<file path="src/rtl/fnd_scan_ctrl.sv">
`default_nettype none
// ============================================================================
//  Module   : fnd_scan_ctrl
//  Purpose  : Time-multiplexed scan controller for a common-anode multi-digit
//             FND. Walks the digit commons one at a time and presents the
//             selected nibble to the downstream fnd_decoder, with dead-time
//             between digits, optional leading-zero blanking and frame-aligned
//             (tear-free) value updates.
//  Revision : 1.0 - initial release
// ----------------------------------------------------------------------------
//  Ports
//    clk        in   1            system clock, rising edge
//    rst        in   1            synchronous active-high reset
//    load       in   1            strobe: capture value into pending register
//    value      in   4*DIGITS     packed nibbles, nibble i = value[4i+3:4i]
//    lz_blank   in   1            leading-zero blanking enable
//    dp_mask    in   DIGITS       decimal-point enable per digit
//    bcd        out  4            nibble of the scanned digit
//    com_n      out  DIGITS       active-low digit commons (at most one low)
//    dp_n       out  1            active-low decimal point
//    digit_idx  out  clog2(DIGITS) index of the scanned digit
//    frame_tick out  1            pulse on the last cycle of each frame
// ============================================================================
module fnd_scan_ctrl #(
  parameter  int DIGITS   = 8,
  parameter  int SCAN_DIV = 10000,
  parameter  int DEAD     = 16,
  localparam int DW       = (DIGITS > 1) ? $clog2(DIGITS) : 1
) (
  input  logic                  clk,
  input  logic                  rst,
  input  logic                  load,
  input  logic [4*DIGITS-1:0]   value,
  input  logic                  lz_blank,
  input  logic [DIGITS-1:0]     dp_mask,
  output logic [3:0]            bcd,
  output logic [DIGITS-1:0]     com_n,
  output logic                  dp_n,
  output logic [DW-1:0]         digit_idx,
  output logic                  frame_tick
);

  localparam int SW = (SCAN_DIV > 1) ? $clog2(SCAN_DIV) : 1;

  localparam logic [SW-1:0] c_SLOT_LAST  = SW'(SCAN_DIV - 1);
  localparam logic [SW-1:0] c_DEAD       = SW'(DEAD);
  localparam logic [DW-1:0] c_DIGIT_LAST = DW'(DIGITS - 1);

  // Counter and value state
  logic [SW-1:0]         r_slot;
  logic [DW-1:0]         r_digit;
  logic [4*DIGITS-1:0]   r_pending;
  logic [4*DIGITS-1:0]   r_active;

  // Output registers
  logic [3:0]            r_bcd;
  logic [DIGITS-1:0]     r_com_n;
  logic                  r_dp_n;
  logic                  r_frame_tick;

  // Next-state view of the counters; the output registers are loaded from
  // these so every output lines up with the counter state of its own cycle.
  logic                  w_slot_wrap;
  logic                  w_frame_end;
  logic [SW-1:0]         w_slot_nxt;
  logic [DW-1:0]         w_digit_nxt;
  logic [4*DIGITS-1:0]   w_active_nxt;
  logic [DIGITS-1:0]     w_zero_from;
  logic                  w_blank;
  logic                  w_lit;
  logic [DIGITS-1:0]     w_com_n_nxt;
  logic                  w_dp_n_nxt;
  logic [3:0]            w_bcd_nxt;
  logic                  w_frame_tick_nxt;

  assign w_slot_wrap = (r_slot == c_SLOT_LAST);
  assign w_frame_end = w_slot_wrap && (r_digit == c_DIGIT_LAST);
  assign w_slot_nxt  = w_slot_wrap ? '0 : r_slot + 1'b1;
  assign w_digit_nxt = !w_slot_wrap              ? r_digit :
                       (r_digit == c_DIGIT_LAST) ? '0      : r_digit + 1'b1;

  // The active value only moves at a frame boundary; a load landing exactly
  // on the boundary goes straight to the display instead of waiting a frame.
  assign w_active_nxt = !w_frame_end ? r_active :
                        load         ? value    : r_pending;

  // w_zero_from[i]: nibbles i..DIGITS-1 of the next active value are all zero
  for (genvar gi = 0; gi < DIGITS; gi++) begin : g_zero_from
    assign w_zero_from[gi] = (w_active_nxt[4*DIGITS-1:4*gi] == '0);
  end

  assign w_blank = lz_blank && (w_digit_nxt != '0) && w_zero_from[w_digit_nxt];
  assign w_lit   = (w_slot_nxt >= c_DEAD) && !w_blank;

  always_comb begin
    w_com_n_nxt = '1;
    if (w_lit) begin
      w_com_n_nxt[w_digit_nxt] = 1'b0;
    end
  end

  assign w_dp_n_nxt       = !(w_lit && dp_mask[w_digit_nxt]);
  assign w_bcd_nxt        = w_active_nxt[{w_digit_nxt, 2'b00} +: 4];
  assign w_frame_tick_nxt = (w_digit_nxt == c_DIGIT_LAST) && (w_slot_nxt == c_SLOT_LAST);

  always_ff @(posedge clk) begin
    if (rst) begin
      r_slot       <= '0;
      r_digit      <= '0;
      r_pending    <= '0;
      r_active     <= '0;
      r_bcd        <= '0;
      r_com_n      <= '1;
      r_dp_n       <= 1'b1;
      r_frame_tick <= 1'b0;
    end else begin
      r_slot       <= w_slot_nxt;
      r_digit      <= w_digit_nxt;
      r_active     <= w_active_nxt;
      if (load) begin
        r_pending  <= value;
      end
      r_bcd        <= w_bcd_nxt;
      r_com_n      <= w_com_n_nxt;
      r_dp_n       <= w_dp_n_nxt;
      r_frame_tick <= w_frame_tick_nxt;
    end
  end

  assign bcd        = r_bcd;
  assign com_n      = r_com_n;
  assign dp_n       = r_dp_n;
  assign digit_idx  = r_digit;
  assign frame_tick = r_frame_tick;

endmodule
`default_nettype wire

</file>
<file path="config.mk">
export PLATFORM = sky130hd
export DESIGN_NAME = fnd_scan_ctrl
export DESIGN_NICKNAME = d
export VERILOG_FILES = /design/src/rtl/fnd_scan_ctrl.sv
export SDC_FILE = /design/constraint.sdc
export NUM_CORES = 1
export LEC_CHECK = 0
export BUFFER_PORTS_ARGS = -buffer_cell sky130_fd_sc_hd__buf_4
export CAP_MARGIN = 5
export CELL_PAD_IN_SITES_DETAIL_PLACEMENT = 1
export CELL_PAD_IN_SITES_GLOBAL_PLACEMENT = 2
export CORE_ASPECT_RATIO = 0.7
export CORE_UTILIZATION = 39
export CTS_BUF_LIST = sky130_fd_sc_hd__clkbuf_8
export CTS_CLUSTER_SIZE = 10
export DETAILED_ROUTE_END_ITERATION = 16
export PLACE_DENSITY_LB_ADDON = 0.12
export SLEW_MARGIN = 20
export SYNTH_ARGS = -nofsm -noshare
export SYNTH_HDL_FRONTEND = slang
export SYNTH_SLANG_ARGS = --single-unit
</file>
<file path="constraint.sdc">
create_clock -name clk -period 8.24 [get_ports clk]
set_input_delay 1.648 -clock clk [delete_from_list [all_inputs] [get_ports clk]]
set_output_delay 1.648 -clock clk [all_outputs]
set_load 0.005 [all_outputs]
</file>
==> out/results.ini, run 1 <==
[outcome]
status = completed

[synth]
synth_area_per_cell_sq_um = 8.614
synth_edf_count = 0
syn_inst = 528
netlist_area_sq_mm = 0.004548
yosys_warnings = 0
synth_flop_cell = dfxtp_1
syn_nets = 576
synthDistinctLibCells = 53
synth_seq_cells = 95
ys_seq_area_frac = 0.4182
async_reset_ff_frac = 0

[detailed_routing]
drc = 0
wl_per_cell_microns = 18.61
first_iter_violations = 204
vias = 4053
final_antenna_net_count = 0
drt-total-wl_microns = 13440
vias_per_cell = 5.614
first_pass_iters = 4

[global_routing]
grt_pass1_wl_microns = 21290
grt_pass1_vias = 3919
grt.overflow.total = 0
antenna_found_initial = 0
grt_max_degree = 78
track_usage = 0.2328

[final_layout]
mostFrequentLayoutCells = nor2_1 (108), dfxtp_1 (95), buf_4 (62), mux2i_1 (46), nand2_1 (33)
final_cells = 722
fin_nets = 613
drive_gt1_frac = 0.1670
diodes = 0
final_common_cell = nor2_1
syn_to_final_growth_pct = 14.80
fin_util = 0.4674

[clock_tree]
cts.sinks = 95
clk_latency_ns = 0.37
htree_levels = 3
cts_buffer_depth = 2
cts_root_buf = clkbuf_8
cts_inserted_buffers = 9
postCtsSetupRepairBufs = 0
cts.clk_slew.worst_paths_ns = 0.08
cts_tree = done
cts_resized = 0
hold_buffers = 0

[setup_path]
crit_type = register to register
r2r_slack_ns = 4.34
path_delay_family = simple AND/OR/NAND/NOR gates
worst-path-stages = 9
slowest_stage = ha_1
worstReg2RegStart = digit_idx[1]
path_buf_inv = 0
critPathCaptureType = register
cp_cell_sequence = ha_1 > ha_1 > or4b_2 > nor4_1 > nor3_1 > o22ai_1 > o221ai_2 > a21oi_2 > nand4_1
cp-start-kind = register
cp.arrival_ns = 4.12
timing.rr.end = com_n[7]
worstPathMaxFanout = 21
worstPathRequired_ns = 8.46
critPathMaxStageDelay_ns = 0.68
crit_top_cell = ha_1
rr_worst_depth = 9

[sta]
period_share = 0.4731
tightestPinTransition_ns = 0.8218
slew_viol_final = 0
tns_ns = 0
finClkSkew_ns = 0.01176
setup_ws_ns = 4.342
finalHoldViolations = 0
setup_viol = 0
fmax_mhz = 256.5
rsz0062_at_grt = false
slew_headroom = 0.4496
fin_crit_ns = 3.898

[die]
fp.dieH_microns = 92.35
core_sq_mm = 0.01117
start_util = 0.4071
rows = 32
dieArea_sq_mm = 0.01210
io_pins = 61
die_w_microns = 131.1

[flow_run]
cap_violations = 0

[place]
place_worst_setup_slack_ns = 4.351
port_buffers = 60
gp_congestion = 0.8056
dp.final_hpwl_microns = 9892
dp.cells = 706

[min_path]
hold_depth = 1
hp-class = register to register
hold_end = r_slot[0]
min_from = r_slot[0]

[pwr]
power_density_mw_per_mm2 = 158.0
max-vdd-ir-drop_uv = 75.70
finalPower_w = 0.0008248
power_leakage_nw = 1.988

## power breakdown
group	switching (W)	internal, W
registers	0.00000702	0.000469
clock network	0.000166	0.000116
logic	0.0000375	0.0000286
total	0.000211	0.000614
## final cells by class
| class | count | area (sq um) |
|---|---|---|
| fillers | 1292 | 5949 |
| multi-input cells | 389 | 2444 |
| flip-flops and latches | 95 | 1902 |
| repair buffers | 63 | 485.5 |
| well taps | 153 | 191.4 |
| clock buffers | 10 | 137.6 |
| clock inverters | 5 | 35.03 |
| inverters | 7 | 26.28 |
## metrics by stage
stage	area [sq um]	hold WS (ns)
floorplan	4548	0.4489
global placement	5029	0.4660
detailed placement	5029	0.4840
CTS	5201	0.5028
global route	5221	0.5356
finish	5221	0.4956
## sequential cells by signal (all words and copies together), names as in the netlist
name / flops
bcd: 4
dp_n: 1
com_n: 8
r_pending: 32
frame_tick: 1
r_active: 32
r_slot: 14
digit_idx: 3
## cell usage after synthesis, drive strengths merged (3+ instances only)
master	n	area share
a31oi	3	0.0041
dfxtp	95	0.42
a211oi	17	0.028
nand2	33	0.027
buf	21	0.027
nor4	19	0.029
nand4	10	0.014
a22oi	3	0.0050
o211ai	15	0.025
mux2i	46	0.10
or4	6	0.0099
o21ai	19	0.021
a21oi	22	0.029
a2111oi	7	0.018
ha	4	0.011
xor2	8	0.015
clkbuf	16	0.013
or3	4	0.0066
xnor2	6	0.012
nor3b	4	0.0066
nor2	109	0.090
nand3	21	0.023
inv	6	0.0050
nor3	9	0.0099
## kinds of logic after synthesis
logic type      share of synthesized area
simple gates                       0.2327
compound gates                     0.1579
flops                              0.4182
mux                                0.1070
buf+inv                           0.04622
xor+xnor                          0.02696
fa+ha+maj                         0.01100
## metal layers
| layer | vias to the layer above | GRT usage | routed length [microns] |
|---|---|---|---|
| li1 | 1983 | - | - |
| met1 | 1964 | 0.3561 | 7080 |
| met2 | 94 | 0.3294 | 5627 |
| met3 | 12 | 0.04448 | 587 |
| met4 | 0 | 0.05747 | 144 |
| met5 | - | 0 | 0 |
## worst max-delay path by stage
stage / startpoint / to / slack (ns)
CTS: digit_idx[1] / com_n[7] / 4.46
finish: digit_idx[1] / com_n[7] / 4.34
global route: r_slot[0] / dp_n / 4.08
global placement: load / com_n[7] / 4.50
floorplan: load / bcd[0] / 4.62
detailed placement: load / com_n[7] / 4.35
Note: power is estimated with default switching activity, not from simulation.
==> run 2: changes to the inputs <==
Settings changed: CORE_UTILIZATION 39 to 36.
Clock period 8.24 ns to 3.8 ns, I/O delays scaled along.
==> run 2 against run 1 <==
Compared with the run above:
- register-to-register slack got worse by 3.8 ns
- combinational power increased by 120%
- fmax is 19% higher
- sequential share of layout area is 0.52 points lower
- via count is 1.7% lower
- sequential power up 120%
- setup slack worse by 3.8 ns
- first-iteration DRC count decreased by 5.9%
- clock skew hardly changed
- cell area rose by 1.5%
- total power grew 130%
- clock-buffer cell count unchanged
==> out/results.ini, run 2 (synthesis results as in run 1) <==
[clock_tree]
clk_latency_ns = 0.37  ; about the same
cts.clk_slew.worst_paths_ns = 0.10  ; was 0.08 ns
cts_root_buf = clkbuf_8  ; unchanged
cts.sinks = 95  ; unchanged
cts_buffer_depth = 2  ; unchanged
cts_tree = done  ; unchanged
hold_buffers = 0  ; unchanged
htree_levels = 3  ; unchanged
cts_resized = 0  ; unchanged
postCtsSetupRepairBufs = 0  ; unchanged
cts_inserted_buffers = 9  ; unchanged

[final_layout]
drive_gt1_frac = 0.1799  ; was 0.1670
diodes = 0  ; unchanged
final_cells = 735  ; was 722
syn_to_final_growth_pct = 16.48  ; was 14.80%
fin_nets = 621  ; was 613
final_common_cell = nor2_1  ; unchanged
mostFrequentLayoutCells = nor2_1 (108), dfxtp_1 (95), buf_4 (71), mux2i_1 (46), nand2_1 (33)  ; was nor2_1 (108), dfxtp_1 (95), buf_4 (62), mux2i_1 (46), nand2_1 (33)
top_regs = r_active x32, r_pending x32, r_slot x14  ; unchanged

[setup_path]
worstPathMaxFanout = 11  ; was 21
cp.arrival_ns = 3.50  ; was 4.12 ns
slowest_stage = or4b_2  ; was ha_1
worstPathRequired_ns = 4.03  ; was 8.46 ns
critPathCaptureType = register  ; unchanged
cp_cell_sequence = ha_1 > ha_1 > or4b_2 > nor4_1 > nor3_1 > o22ai_1 > o221ai_2 > a21oi_2 > nand4_1  ; unchanged
crit_type = register to register  ; unchanged
critPathMaxStageDelay_ns = 0.62  ; was 0.68 ns
cp-start-kind = register  ; unchanged
crit_top_cell = ha_1  ; unchanged

[pwr]
internal-power_w = 0.001401  ; was 0.0006142 W
max-vdd-ir-drop_uv = 184.8  ; was 75.70 uV
p_seq_frac = 0.552  ; was 0.578
power_density_mw_per_mm2 = 353.2  ; was 158.0 mW/mm^2
clkPwrFrac = 0.370  ; was 0.342
combPwrFrac = 0.079  ; was 0.080
power_leakage_nw = 2.042  ; was 1.988 nW
p_sw_w = 0.0004699  ; was 0.0002105 W
p_sw_frac = 0.2511  ; was 0.2553

[die]
fp.dieH_microns = 96.04  ; was 92.35 microns
core_sq_mm = 0.01202  ; was 0.01117 sq mm
dieArea_sq_mm = 0.01309  ; was 0.01210 sq mm
rows = 33  ; was 32
start_util = 0.3785  ; was 0.4071
io_pins = 61  ; unchanged
die_w_microns = 136.3  ; was 131.1 microns

[place]
dp.final_hpwl_microns = 10260  ; was 9892 microns
dp.cells = 719  ; was 706
port_buffers = 60  ; unchanged
gp_congestion = 0.8373  ; was 0.8056

[detailed_routing]
first_iter_violations = 192  ; was 204
final_antenna_net_count = 0  ; unchanged
drc = 0  ; unchanged
vias = 3984  ; was 4053
wl_per_cell_microns = 18.68  ; was 18.61 microns
first_pass_iters = 5  ; was 4
drt-total-wl_microns = 13730  ; was 13440 microns
vias_per_cell = 5.420  ; was 5.614

[sta]
fmax_mhz = 305.6  ; was 256.5 MHz
tightestPinTransition_ns = 0.8448  ; was 0.8218 ns
period_share = 0.8612  ; was 0.4731
finalHoldViolations = 0  ; unchanged
rsz0062_at_grt = false  ; unchanged
slew_viol_final = 0  ; unchanged
setup_viol = 0  ; unchanged
slew_headroom = 0.4368  ; was 0.4496
holdWs_ns = 0.5134  ; was 0.4956 ns
finClkSkew_ns = 0.01194  ; was 0.01176 ns
tns_ns = 0  ; unchanged
fin_crit_ns = 3.273  ; was 3.898 ns

[global_routing]
grt_max_degree = 78  ; unchanged
grt.overflow.total = 0  ; unchanged
grt_pass1_wl_microns = 21570  ; was 21290 microns
grt_pass1_vias = 3909  ; was 3919
track_usage = 0.2195  ; was 0.2328
antenna_found_initial = 0  ; unchanged

[min_path]
hp-class = register to register  ; unchanged

[outcome]
status = completed  ; unchanged

[flow_run]
cap_violations = 0  ; unchanged

## run 2: cell count changes in the layout (fill, tap and decap cells not counted), sizes merged
cell / before / now
buf: 63 / 71
bufinv: 0 / 1
clkinvlp: 1 / 0
inv: 6 / 7
## run 2: worst max-delay path: cells and delay by family, from the launching register on
family | cells | cell delay (ns)
and+or+nand+nor | 4 | 1.29
adders and majority gates | 2 | 0.63
AOI/OAI and AO/OA | 3 | 0.63
DFF | 1 | 0.56
## run 2: path summary, 6_finish.rpt
check	from	endpoint	slack (ns)	cells past startpoint
worst min-delay path	r_active[9]	r_active[9]	0.51	2
worst max register to register	digit_idx[1]	com_n[7]	0.53	9
worst min register to register	r_active[9]	r_active[9]	0.51	2
worst max-delay path	digit_idx[1]	com_n[7]	0.53	9
## run 2: through the flow
stage	total power (W)	worst slack, ns	instance area (sq um)	util
2_1_floorplan	0.001129	1.064	4548	-
3_5_place_dp	0.001203	0.5526	5101	0.4246
6_report	0.001871	0.5274	5298	0.4409
3_3_place_gp	0.001199	0.6931	5101	0.4246
4_1_cts	0.001897	0.5192	5298	0.4409
5_1_grt	0.001945	0.2711	5298	0.4409
## run 2: layout make-up
type	count	area [sq um]
Timing Repair Buffer	71	533.0
Clock buffer	10	137.6
Inverter	7	26.28
Fill cell	1413	6718
Tap cell	157	196.4
Multi-Input combinational cell	389	2444
Sequential cell	95	1902
Clock inverter	6	58.81
## run 2: power by group through the flow
stage,clock network (W),registers [W],logic [W]
finish,0.000692,0.00103,0.000147
global route,0.000749,0.00104,0.000161
CTS,0.000717,0.00103,0.000148
detailed placement,0,0.00106,0.000147
global placement,0,0.00105,0.000145
floorplan,0,0.00105,0.0000784
## run 2: layer usage
layer	vias up	routed length (microns)	GRT usage
li1	1990	-	-
met1	1929	7660	0.3360
met2	59	5558	0.3139
met3	6	441	0.04002
met4	0	72	0.04444
met5	-	0	0
==> run 3: changes to the inputs <==
Settings changed: ABC_AREA set to 1, CORE_UTILIZATION 36 to 34.
==> run 3 against run 2 <==
Compared with the run above:
- cell area decreased by 0.85%
- register-to-register slack improved by 0.60 ns
- sequential share of layout area increased by 0.31 points
- synthesized cell count increased by 17%
- routed wire length decreased by 8.5%
- first-iteration DRC count increased by 8.9%
- via count increased by 1.9%
- cell count increased by 13%
- die area increased by 5.4%
- clock power increased by 3.2%
- combinational power decreased by 20%
- clock skew about the same
- critical path type unchanged
- largest cell class unchanged
==> out/results.ini, run 3 <==
[place]
port_buffers = 60  ; unchanged
dp.cells = 816  ; was 719
dp.final_hpwl_microns = 9399  ; was 10260 microns
gp_congestion = 0.8074  ; was 0.8373

[sta]
rsz0062_at_grt = false  ; unchanged
setup_viol = 0  ; unchanged
fmax_mhz = 373.5  ; was 305.6 MHz
finClkSkew_ns = 0.01214  ; was 0.01194 ns
slew_headroom = 0.3691  ; was 0.4368
tightestPinTransition_ns = 0.9463  ; was 0.8448 ns
holdWs_ns = 0.4813  ; was 0.5134 ns
period_share = 0.7046  ; was 0.8612
fin_crit_ns = 2.678  ; was 3.273 ns
finalHoldViolations = 0  ; unchanged
slew_viol_final = 0  ; unchanged
tns_ns = 0  ; unchanged

[clock_tree]
cts_inserted_buffers = 9  ; unchanged
cts_tree = done  ; unchanged
cts.clk_slew.worst_paths_ns = 0.10  ; about the same
cts_resized = 0  ; unchanged
htree_levels = 3  ; unchanged
cts_buffer_depth = 2  ; unchanged
cts_root_buf = clkbuf_8  ; unchanged
hold_buffers = 0  ; unchanged
clk_latency_ns = 0.37  ; about the same
cts.sinks = 95  ; unchanged
postCtsSetupRepairBufs = 0  ; unchanged

[global_routing]
grt_pass1_vias = 3983  ; was 3909
track_usage = 0.1937  ; was 0.2195
grt.overflow.total = 0  ; unchanged
grt_pass1_wl_microns = 20840  ; was 21570 microns
antenna_found_initial = 0  ; unchanged
grt_max_degree = 89  ; was 78

[setup_path]
crit_type = register to register  ; unchanged
cp-start-kind = register  ; unchanged
worstPathMaxFanout = 24  ; was 11
cp.arrival_ns = 2.98  ; was 3.50 ns
worstPathRequired_ns = 4.11  ; was 4.03 ns
r2r_slack_ns = 1.12  ; was 0.53 ns
critPathCaptureType = register  ; unchanged
rr_worst_depth = 15  ; was 9
timing.rr.end = com_n[0]  ; was com_n[7]
worstReg2RegStart = r_slot[0]  ; was digit_idx[1]

[final_layout]
syn_to_final_growth_pct = 15.90  ; was 16.48%
fin_nets = 713  ; was 621
final_common_cell = nand2_1  ; was nor2_1
fin_util = 0.4129  ; was 0.4409
diodes = 0  ; unchanged
top_regs = r_active x32, r_pending x32, r_slot x14  ; unchanged
mostFrequentLayoutCells = nand2_1 (142), nor2_1 (117), dfxtp_1 (95), inv_1 (63), buf_4 (62)  ; was nor2_1 (108), dfxtp_1 (95), buf_4 (71), mux2i_1 (46), nand2_1 (33)
drive_gt1_frac = 0.1746  ; was 0.1799
final_cells = 832  ; was 735

[die]
die_w_microns = 140.0  ; was 136.3 microns
rows = 34  ; was 33
start_util = 0.3563  ; was 0.3785
io_pins = 61  ; unchanged
core_sq_mm = 0.01272  ; was 0.01202 sq mm
fp.dieH_microns = 98.60  ; was 96.04 microns
dieArea_sq_mm = 0.01380  ; was 0.01309 sq mm

[synth]
synth_flop_cell = dfxtp_1  ; unchanged
synth_edf_count = 0  ; unchanged
synthDistinctLibCells = 42  ; was 53
netlist_area_sq_mm = 0.004532  ; was 0.004548 sq mm
synth_most_common_cell = nand2_1  ; was nor2_1
syn_inst = 619  ; was 528
yosysTopAreaCell = dfxtp_1  ; unchanged
async_reset_ff_frac = 0  ; unchanged
syn_nets = 667  ; was 576
ys_seq_area_frac = 0.4197  ; was 0.4182
synth_area_per_cell_sq_um = 7.321  ; was 8.614 sq um
synth_seq_cells = 95  ; unchanged
yosys-top-cells-count = nand2_1 (142), nor2_1 (117), dfxtp_1 (95), inv_1 (63), nand4_1 (30)  ; was nor2_1 (109), dfxtp_1 (95), mux2i_1 (46), nand2_1 (33), nand3_1 (21)
ys_top_cells_by_area = dfxtp_1 (42%), nand2_1 (12%), nor2_1 (9.7%)  ; was dfxtp_1 (42%), mux2i_1 (10%), nor2_1 (9.0%)
synth_top_area_frac = 0.4197  ; was 0.4182
yosys_warnings = 0  ; unchanged

[detailed_routing]
drc = 0  ; unchanged
first_iter_violations = 209  ; was 192
final_antenna_net_count = 0  ; unchanged
first_pass_iters = 4  ; was 5
wl_per_cell_microns = 15.10  ; was 18.68 microns
drt-total-wl_microns = 12570  ; was 13730 microns
vias_per_cell = 4.881  ; was 5.420
vias = 4061  ; was 3984

[min_path]
hold_depth = 2  ; unchanged
hp-class = register to register  ; unchanged
min_from = r_active[10]  ; was r_active[9]
hold_end = r_active[10]  ; was r_active[9]

[pwr]
power_leakage_nw = 2.507  ; was 2.042 nW
finalPower_w = 0.001859  ; was 0.001871 W
max-vdd-ir-drop_uv = 160.4  ; was 184.8 uV
power_density_mw_per_mm2 = 353.9  ; was 353.2 mW/mm^2

[outcome]
status = completed  ; unchanged

[flow_run]
cap_violations = 0  ; unchanged

[run 3: cell types whose count changed in the layout (fill, tap and decap cells not counted), moves of 9 or more]
cell,before,now
inv_1,6,63
nand2_1,33,142
buf_4,71,62
nand2_2,0,10
nor4_1,18,2
nor2_1,108,117
a211oi_1,17,0
mux2i_1,46,15
nand4_1,10,30
[run 3: worst max path at each step]
| stage | startpoint | to | slack, ns |
|---|---|---|---|
| 6_report | r_slot[0] | com_n[0] | 1.12 |
| 5_1_grt | r_slot[0] | com_n[6] | 0.76 |
| 4_1_cts | r_slot[0] | com_n[0] | 1.10 |
| 3_5_place_dp | load | com_n[5] | 0.97 |
| 3_3_place_gp | load | com_n[7] | 0.99 |
| 2_1_floorplan | load | com_n[0] | 1.56 |
[run 3: cell type report]
| class | instances | area, sq um |
|---|---|---|
| multi-input cells | 428 | 2215 |
| fillers | 1596 | 7467 |
| repair buffers | 62 | 465.4 |
| clock buffers | 10 | 137.6 |
| clock inverters | 6 | 66.31 |
| well taps | 162 | 202.7 |
| flip-flops and latches | 95 | 1902 |
| inverters | 69 | 264.0 |
[run 3: metal layers]
layer / GRT usage / vias to the layer above / routed length, microns
li1: - / 2063 / -
met1: 0.2971 / 1898 / 6858
met2: 0.2700 / 90 / 4906
met3: 0.04665 / 10 / 696
met4: 0.03804 / 0 / 106
met5: 0 / - / 0
[run 3: cells by family after synthesis]
group           share of synthesized area
compound gates                    0.07979
mux                               0.03313
buf+inv                           0.09166
xor+xnor                         0.009663
flops                              0.4197
simple gates                       0.3551
fa+ha+maj                         0.01104
[run 3: power by group]
part,leakage (nW),switching [W],internal (W)
Sequential,0.774,0.00000783,0.00102
Combinational,1.63,0.0000647,0.0000528
Clock,0.107,0.000386,0.000328
[run 3: worst max-delay path, stage by stage, from the launching register on]
cell	delay, ns
dfxtp_1	0.39
ha_1	0.25
nand3_4	0.16
nor2_4	0.36
nand2_4	0.12
nor2_8	0.28
nand2_1	0.10
o21ai_0	0.18
nand2_1	0.12
nor2_2	0.12
nand2_1	0.06
nor2_1	0.11
nand3_1	0.07
nand2_1	0.10
nand2_4	0.10
nand4_1	0.09
[run 3: stage by stage]
stage	instance area, sq um	setup slack [ns]
after floorplan	4532	1.557
after global placement	5049	0.9942
after detailed placement	5049	0.9664
after CTS	5253	1.099
after global routing	5253	0.7610
final	5253	1.122
